==> src/rtl/uart_rx_param_if.sv <==
// Serial receive bundle: the RX line in, the received word and its status flags out.
// The slave modport is the receiver's side and the master modport is the line driver's side.
interface uart_rx_param_if #(
  parameter int DATA_BITS = 8
);
  logic                 i_RX_bit;
  logic [DATA_BITS-1:0] o_Received_byte;
  logic                 o_valid;
  logic                 o_receive_state;
  logic                 o_parity_err;
  logic                 o_error;
  logic                 o_break;

  modport master (
    output i_RX_bit,
    input  o_Received_byte, o_valid, o_receive_state, o_parity_err, o_error, o_break
  );

  modport slave (
    input  i_RX_bit,
    output o_Received_byte, o_valid, o_receive_state, o_parity_err, o_error, o_break
  );
endinterface

==> src/rtl/uart_rx_param.sv <==
// Parametrised UART receiver with a 2-FF synchroniser, 3-sample majority vote and false-start rejection.
// It reports parity, framing and break status together with each received word.
module uart_rx_param #(
  parameter int CLKS_PER_BIT = 434,
  parameter int DATA_BITS    = 8,
  parameter int PARITY_MODE  = 0,
  parameter int STOP_BITS    = 1
) (
  input  logic          i_clk,
  input  logic          i_rst_n,
  uart_rx_param_if.slave bus
);
  localparam int HALF  = CLKS_PER_BIT / 2;
  localparam int CNT_W = $clog2(CLKS_PER_BIT);
  localparam logic [CNT_W-1:0] CNT_S0   = CNT_W'(HALF - 1);
  localparam logic [CNT_W-1:0] CNT_S1   = CNT_W'(HALF);
  localparam logic [CNT_W-1:0] CNT_DEC  = CNT_W'(HALF + 1);
  localparam logic [CNT_W-1:0] CNT_LAST = CNT_W'(CLKS_PER_BIT - 1);
  localparam logic [3:0] DATA_END  = 4'(DATA_BITS);
  localparam logic [3:0] STOP_LAST = 4'(STOP_BITS - 1);
  localparam bit HAS_PARITY = (PARITY_MODE != 0);

  typedef enum logic [2:0] {IDLE, START, DATA, PARITY, STOP, WAIT_IDLE} state_t;

  logic [1:0] sync_reg;
  logic [1:0] sync_in;
  logic       rx_s;

  assign sync_in = {sync_reg[0], bus.i_RX_bit};
  assign rx_s    = sync_reg[1];

  genvar gi;
  generate
    for (gi = 0; gi < 2; gi++) begin : g_sync
      always_ff @(posedge i_clk) begin
        if (!i_rst_n) sync_reg[gi] <= 1'b1;
        else          sync_reg[gi] <= sync_in[gi];
      end
    end
  endgenerate

  state_t               state_reg, state_next;
  logic [CNT_W-1:0]     cnt_reg, cnt_next;
  logic [3:0]           bit_idx_reg, bit_idx_next;
  logic [1:0]           samp_reg, samp_next;
  logic [DATA_BITS-1:0] shift_reg, shift_next;
  logic                 par_bit_reg, par_bit_next;
  logic                 perr_flag_reg, perr_flag_next;
  logic                 ferr_flag_reg, ferr_flag_next;
  logic [DATA_BITS-1:0] data_out_reg, data_out_next;
  logic                 valid_reg, valid_next;
  logic                 perr_out_reg, perr_out_next;
  logic                 ferr_out_reg, ferr_out_next;
  logic                 brk_out_reg, brk_out_next;

  logic             cnt_wrap;
  logic             decide;
  logic             maj;
  logic             ferr_final;
  logic [CNT_W-1:0] cnt_inc;

  assign cnt_wrap = (cnt_reg == CNT_LAST);
  assign decide   = (cnt_reg == CNT_DEC);
  assign cnt_inc  = cnt_wrap ? '0 : cnt_reg + 1'b1;
  // Two samples were latched earlier in the bit; the third one is the live line.
  assign maj = (samp_reg[0] & samp_reg[1]) | (samp_reg[0] & rx_s) | (samp_reg[1] & rx_s);

  always_ff @(posedge i_clk) begin
    if (!i_rst_n) begin
      state_reg     <= IDLE;
      cnt_reg       <= '0;
      bit_idx_reg   <= '0;
      samp_reg      <= '0;
      shift_reg     <= '0;
      par_bit_reg   <= 1'b0;
      perr_flag_reg <= 1'b0;
      ferr_flag_reg <= 1'b0;
      data_out_reg  <= '0;
      valid_reg     <= 1'b0;
      perr_out_reg  <= 1'b0;
      ferr_out_reg  <= 1'b0;
      brk_out_reg   <= 1'b0;
    end else begin
      state_reg     <= state_next;
      cnt_reg       <= cnt_next;
      bit_idx_reg   <= bit_idx_next;
      samp_reg      <= samp_next;
      shift_reg     <= shift_next;
      par_bit_reg   <= par_bit_next;
      perr_flag_reg <= perr_flag_next;
      ferr_flag_reg <= ferr_flag_next;
      data_out_reg  <= data_out_next;
      valid_reg     <= valid_next;
      perr_out_reg  <= perr_out_next;
      ferr_out_reg  <= ferr_out_next;
      brk_out_reg   <= brk_out_next;
    end
  end

  always_comb begin
    state_next     = state_reg;
    cnt_next       = cnt_reg;
    bit_idx_next   = bit_idx_reg;
    samp_next      = samp_reg;
    shift_next     = shift_reg;
    par_bit_next   = par_bit_reg;
    perr_flag_next = perr_flag_reg;
    ferr_flag_next = ferr_flag_reg;
    data_out_next  = data_out_reg;
    valid_next     = 1'b0;
    perr_out_next  = perr_out_reg;
    ferr_out_next  = ferr_out_reg;
    brk_out_next   = brk_out_reg;
    ferr_final     = 1'b0;

    if (cnt_reg == CNT_S0) samp_next[0] = rx_s;
    if (cnt_reg == CNT_S1) samp_next[1] = rx_s;

    unique case (state_reg)
      IDLE: begin
        cnt_next = '0;
        // The detecting cycle already counts as cycle 0 of the start bit.
        if (!rx_s) begin
          state_next = START;
          cnt_next   = CNT_W'(1);
        end
      end
      START: begin
        cnt_next = cnt_inc;
        if (decide && maj) begin
          state_next = IDLE;
          cnt_next   = '0;
        end else if (cnt_wrap) begin
          state_next     = DATA;
          bit_idx_next   = '0;
          perr_flag_next = 1'b0;
          ferr_flag_next = 1'b0;
        end
      end
      DATA: begin
        cnt_next = cnt_inc;
        if (decide) begin
          shift_next   = {maj, shift_reg[DATA_BITS-1:1]};
          bit_idx_next = bit_idx_reg + 4'd1;
        end
        if (cnt_wrap && bit_idx_reg == DATA_END) begin
          state_next   = HAS_PARITY ? PARITY : STOP;
          bit_idx_next = '0;
        end
      end
      PARITY: begin
        cnt_next = cnt_inc;
        if (decide) begin
          par_bit_next   = maj;
          perr_flag_next = (PARITY_MODE == 1) ? ~(^shift_reg ^ maj) : (^shift_reg ^ maj);
        end
        if (cnt_wrap) begin
          state_next   = STOP;
          bit_idx_next = '0;
        end
      end
      STOP: begin
        cnt_next = cnt_inc;
        if (decide) begin
          ferr_final = ferr_flag_reg | ~maj;
          if (bit_idx_reg == STOP_LAST) begin
            // Leave mid-bit so a back-to-back start edge is caught from IDLE.
            valid_next    = 1'b1;
            data_out_next = shift_reg;
            perr_out_next = perr_flag_reg;
            ferr_out_next = ferr_final;
            brk_out_next  = ferr_final && (shift_reg == '0) && !(HAS_PARITY && par_bit_reg);
            state_next    = ferr_final ? WAIT_IDLE : IDLE;
            cnt_next      = '0;
          end else begin
            ferr_flag_next = ferr_final;
            bit_idx_next   = bit_idx_reg + 4'd1;
          end
        end
      end
      WAIT_IDLE: begin
        cnt_next = '0;
        if (rx_s) state_next = IDLE;
      end
      default: state_next = IDLE;
    endcase
  end

  assign bus.o_Received_byte = data_out_reg;
  assign bus.o_valid         = valid_reg;
  assign bus.o_parity_err    = perr_out_reg;
  assign bus.o_error         = ferr_out_reg;
  assign bus.o_break         = brk_out_reg;
  assign bus.o_receive_state = (state_reg == START) || (state_reg == DATA) ||
                               (state_reg == PARITY) || (state_reg == STOP);
endmodule
==> src/flat_wrapper.sv <==
// flat-port wrapper written by rule: the top's interface ports become plain ports
module uart_rx_param_flat 
#(
  parameter int CLKS_PER_BIT = 434,
  parameter int DATA_BITS    = 8,
  parameter int PARITY_MODE  = 0,
  parameter int STOP_BITS    = 1
)
  (i_clk, i_rst_n, bus_i_RX_bit, bus_o_Received_byte, bus_o_valid, bus_o_receive_state, bus_o_parity_err, bus_o_error, bus_o_break);
  uart_rx_param_if #(.DATA_BITS(DATA_BITS)) bus_i ();
  input  logic i_clk;
  input  logic i_rst_n;
  input wire logic [$bits(bus_i.i_RX_bit)-1:0] bus_i_RX_bit;
  output wire logic [$bits(bus_i.o_Received_byte)-1:0] bus_o_Received_byte;
  output wire logic [$bits(bus_i.o_valid)-1:0] bus_o_valid;
  output wire logic [$bits(bus_i.o_receive_state)-1:0] bus_o_receive_state;
  output wire logic [$bits(bus_i.o_parity_err)-1:0] bus_o_parity_err;
  output wire logic [$bits(bus_i.o_error)-1:0] bus_o_error;
  output wire logic [$bits(bus_i.o_break)-1:0] bus_o_break;
  assign bus_i.i_RX_bit = bus_i_RX_bit;
  assign bus_o_Received_byte = bus_i.o_Received_byte;
  assign bus_o_valid = bus_i.o_valid;
  assign bus_o_receive_state = bus_i.o_receive_state;
  assign bus_o_parity_err = bus_i.o_parity_err;
  assign bus_o_error = bus_i.o_error;
  assign bus_o_break = bus_i.o_break;
  uart_rx_param #(.CLKS_PER_BIT(CLKS_PER_BIT), .DATA_BITS(DATA_BITS), .PARITY_MODE(PARITY_MODE), .STOP_BITS(STOP_BITS)) u_core (.i_clk(i_clk), .i_rst_n(i_rst_n), .bus(bus_i));
endmodule
==> config.mk <==
export PLATFORM = sky130hd
export DESIGN_NAME = uart_rx_param_flat
export DESIGN_NICKNAME = d
export VERILOG_FILES = /design/src/rtl/uart_rx_param_if.sv /design/src/rtl/uart_rx_param.sv /design/src/flat_wrapper.sv
export SDC_FILE = /design/constraint.sdc
export NUM_CORES = 1
export LEC_CHECK = 0
export CELL_PAD_IN_SITES_DETAIL_PLACEMENT = 0
export CELL_PAD_IN_SITES_GLOBAL_PLACEMENT = 2
export CORE_MARGIN = 5
export CORE_UTILIZATION = 35
export CTS_BUF_LIST = sky130_fd_sc_hd__clkbuf_16
export DETAILED_ROUTE_END_ITERATION = 12
export PLACE_DENSITY_LB_ADDON = 0.3
export SLEW_MARGIN = 20
export SYNTH_ARGS = -nofsm -noshare
export SYNTH_HDL_FRONTEND = slang
export SYNTH_SLANG_ARGS = --single-unit
export TNS_END_PERCENT = 5
==> constraint.sdc <==
create_clock -name i_clk -period 2.05 [get_ports i_clk]
set_input_delay 0.615 -clock i_clk [delete_from_list [all_inputs] [get_ports i_clk]]
set_output_delay 0.615 -clock i_clk [all_outputs]
set_load 0.02 [all_outputs]
==> results.md <==
- Status: completed
- Most frequent cells in the layout: 42 x dfxtp_1, 39 x nor2_1, 23 x buf_4, 17 x nand2_1, 17 x a21oi_1
- Startpoint Class: flip-flop
- Ys Warns: 0
- Final Hold Vio Count: 0
- Mapped cell area: 2266 sq um
- Peak supply drop: 0.2799 mV
- R2R Path End: u_core.state_reg[2]$_SDFFE_PN0P_
- CTS Root Buffer Type: clkbuf_16
- Reg2Reg Setup Slack: 0.08 ns
- Placed cells: 359
- TritonCTS Buffers: 5
- Leak pwr: 1.110 nW
- Setup ws final: 0.08401 ns
- Fin crit period: 1.966 ns
- Clock insertion delay at the later pin of the skew report: 0.28 ns
- WP buf/inv: 2
- Wire per inst: 13.52 um
- Hold Crit Class: flip-flop to flip-flop
- Worst Hold Slack: 0.4028 ns
- CTS H-tree lvls: 2
- Final setup vio count: 0
- Async set-reset flop share out of synthesis: 0%
- Layout Cells excl Fill: 367
- Largest net degree at the start of global routing: 29
- Critical path's top delay family: compound AO/OA/AOI/OAI gates
- Worst slack, placed: 0.06506 ns
- Starting Density: 35.89%
- Crit end category: flip-flop
- FF-to-FF Start: u_core.cnt_reg[0]$_SDFFE_PN0P_
- Total track usage: 12.92%
- Placed inst area: 2635 sq um
- Sum Neg Setup Slack: 0 ns
- Crit-path cells: inv_1, ha_1, and4bb_2, buf_4, nand4b_4, a311oi_4, o31ai_2, o32ai_2
- Chip Width: 90.46 um
- P&R area growth vs syn: 23.69%
- I/O Pins: 16
- # diodes: 0
- Min-Delay Endpoint: u_core.rx_s$_SDFF_PN1_
- Nets: 302
- Crit path DAT: 2.16 ns
- Max Fclk: 508.6 MHz
- Power Dens Cells: 780.6 nW/um^2
- Commonest non-fill, non-tap cell in the layout: dfxtp_1
- Die area: 8183 sq um
- Wirelength, routed: 4962 um
- Hold path startpoint: u_core.sync_in[1]$_SDFF_PN1_
- Antenna violations before repair: 0
- Clock Sinks: 42
- Cell count after synthesis: 256
- Hold depth: 1
- Clock Tree Buf Depth: 2
- WS Path Type: flip-flop to flip-flop
- Worst-path maximum fanout: 3
- Number of flops mapped to enable cells by yosys: 0
- Post-Syn Nets: 269
- GPL Wtd Cong: 0.7480
- Starting DRT DRC Count: 61
- Vias in the first global route: 1,845
- Total power: 2.188 mW
- Fraction of layout cells with a size suffix above 1: 18.28%
- Antenna-violating nets left: 0
- Vias: 1,813
- Slowest cell on crit path: a311oi_4
- Clock transition at path regs: 0.06 ns
- Mean post-synth cell area: 8.851 sq um
- Share of the yosys chip area belonging to registers: 37.11%
- Final Max Slew Viols: 0
- Port Buffers: 15
- Post-synthesis cell type count: 54
- Die Height: 90.46 um
- Rel. slew slack: 77.08%
- Rows: 29
- DR DRC count: 0
- DP HPWL: 3635 um
- Max-cap check violation count: 0
- First-pass GRT wire length: 8680 um
- Final worst clock skew: 0.005079 ns
- Placeable Area: 6314 sq um
- CP max stage delay: 0.41 ns
- Synthesized flop and latch total: 42
- Drt first pass iters: 4
- Overflow left after global routing: 0
- Post-layout util: 44.39%
- Worst reg2reg path depth: 8
- Crit share post-route: 95.90%
- RSZ-0062 raised after global routing: false
- Worst-Margin Slew: 0.3439 ns
- Setup bufs post-CTS: 0
- CTS tree: done
- Design area: 2803 sq um
- Avg Vias per Cell: 4.940
- Top_reg_cell synth: dfxtp_1
- WP data required: 2.25 ns
- Largest register FFs: 9
==> synth_stat cells, types with 2 or more instances <==
cell      instances  share of area (%)
nor2_2            6                1.7
nand3b_1          2               0.66
o21ai_0           5                1.1
a211oi_1          2               0.66
nand2b_1          6                1.7
dfxtp_1          42                 37
nor2b_1           4                1.1
nand2_1          17                2.8
nor3b_1           2               0.66
xor2_1            4                1.5
inv_1            14                2.3
or3_1             2               0.55
mux2i_1          15                6.6
a21o_1            2               0.66
nand4_1           4                1.1
nand3_1           7                1.5
and4b_1           2               0.88
and2_1            3               0.83
xnor2_1           7                2.7
clkbuf_1          5               0.83
buf_4             2               0.66
and4bb_2          2                1.1
ha_1             10                5.5
a21oi_1          17                3.8
buf_2             5                1.1
and3_1            2               0.55
nor3_1            2               0.44
nor2_1           39                6.5
==> per-layer routing <==
metal,vias to the layer above,share of wire [%],GRT usage (%)
met3,4,2.3,3.333
met4,0,0.97,4.467
met2,14,50,22.15
met1,854,47,15.49
li1,941,-,-
met5,-,0,0
==> cell families (layout without fill, tap and decap cells) <==
logic type,Yosys count,after routing,share of synthesized area [%]
xor gates and xnor gates,11,11,4.252
buffers and inverters,27,61,5.411
muxes,16,16,7.123
AOI/OAI and AO/OA,40,40,13.97
adders and majority gates,11,11,6.019
DFF,42,42,37.11
and+or+nand+nor,109,109,26.12
==> area by class of cell <==
class / instances / area (sq um)
clock buffer: 5 / 125.1
multi-input combinational: 187 / 1309
inverter: 14 / 52.55
timing repair buffer: 39 / 337.8
tap: 77 / 96.34
sequential: 42 / 840.8
clock inverter: 3 / 41.29
fill: 654 / 3511
==> worst max-delay path by stage <==
stage                                                start                                  to  slack (ns)  cells after the start
after CTS                 u_core.state_reg[0]$_SDFFE_PN0P_                 bus_o_receive_state        0.01                      3
final                       u_core.cnt_reg[0]$_SDFFE_PN0P_    u_core.state_reg[2]$_SDFFE_PN0P_        0.08                      8
after floorplan             u_core.cnt_reg[0]$_SDFFE_PN0P_      u_core.cnt_reg[4]$_SDFFE_PN0P_        0.23                      7
after global placement                             i_rst_n  u_core.bit_idx_reg[0]$_SDFFE_PN0P_        0.06                      6
after global routing        u_core.cnt_reg[0]$_SDFFE_PN0P_    u_core.state_reg[2]$_SDFFE_PN0P_      0.0003                      8
after detailed placement                           i_rst_n  u_core.bit_idx_reg[0]$_SDFFE_PN0P_        0.07                      6
==> what timing repair did <==
| item | CTS | global route |
|---|---|---|
| hold buffers | 0 | 0 |
| pin swaps | 0 | 1 |
| hold endpoints to repair | 0 | 0 |
| endpoints found under the setup margin | 1 | 11 |
| resized for setup | 2 | 2 |
==> power by group <==
part	internal, mW	leakage, nW	total [mW]	switching (mW)
combinational	0.214	0.690	0.459	0.245
sequential	0.835	0.339	0.843	0.00771
clock	0.570	0.0812	0.886	0.316
(Power assumes the default switching activity.)
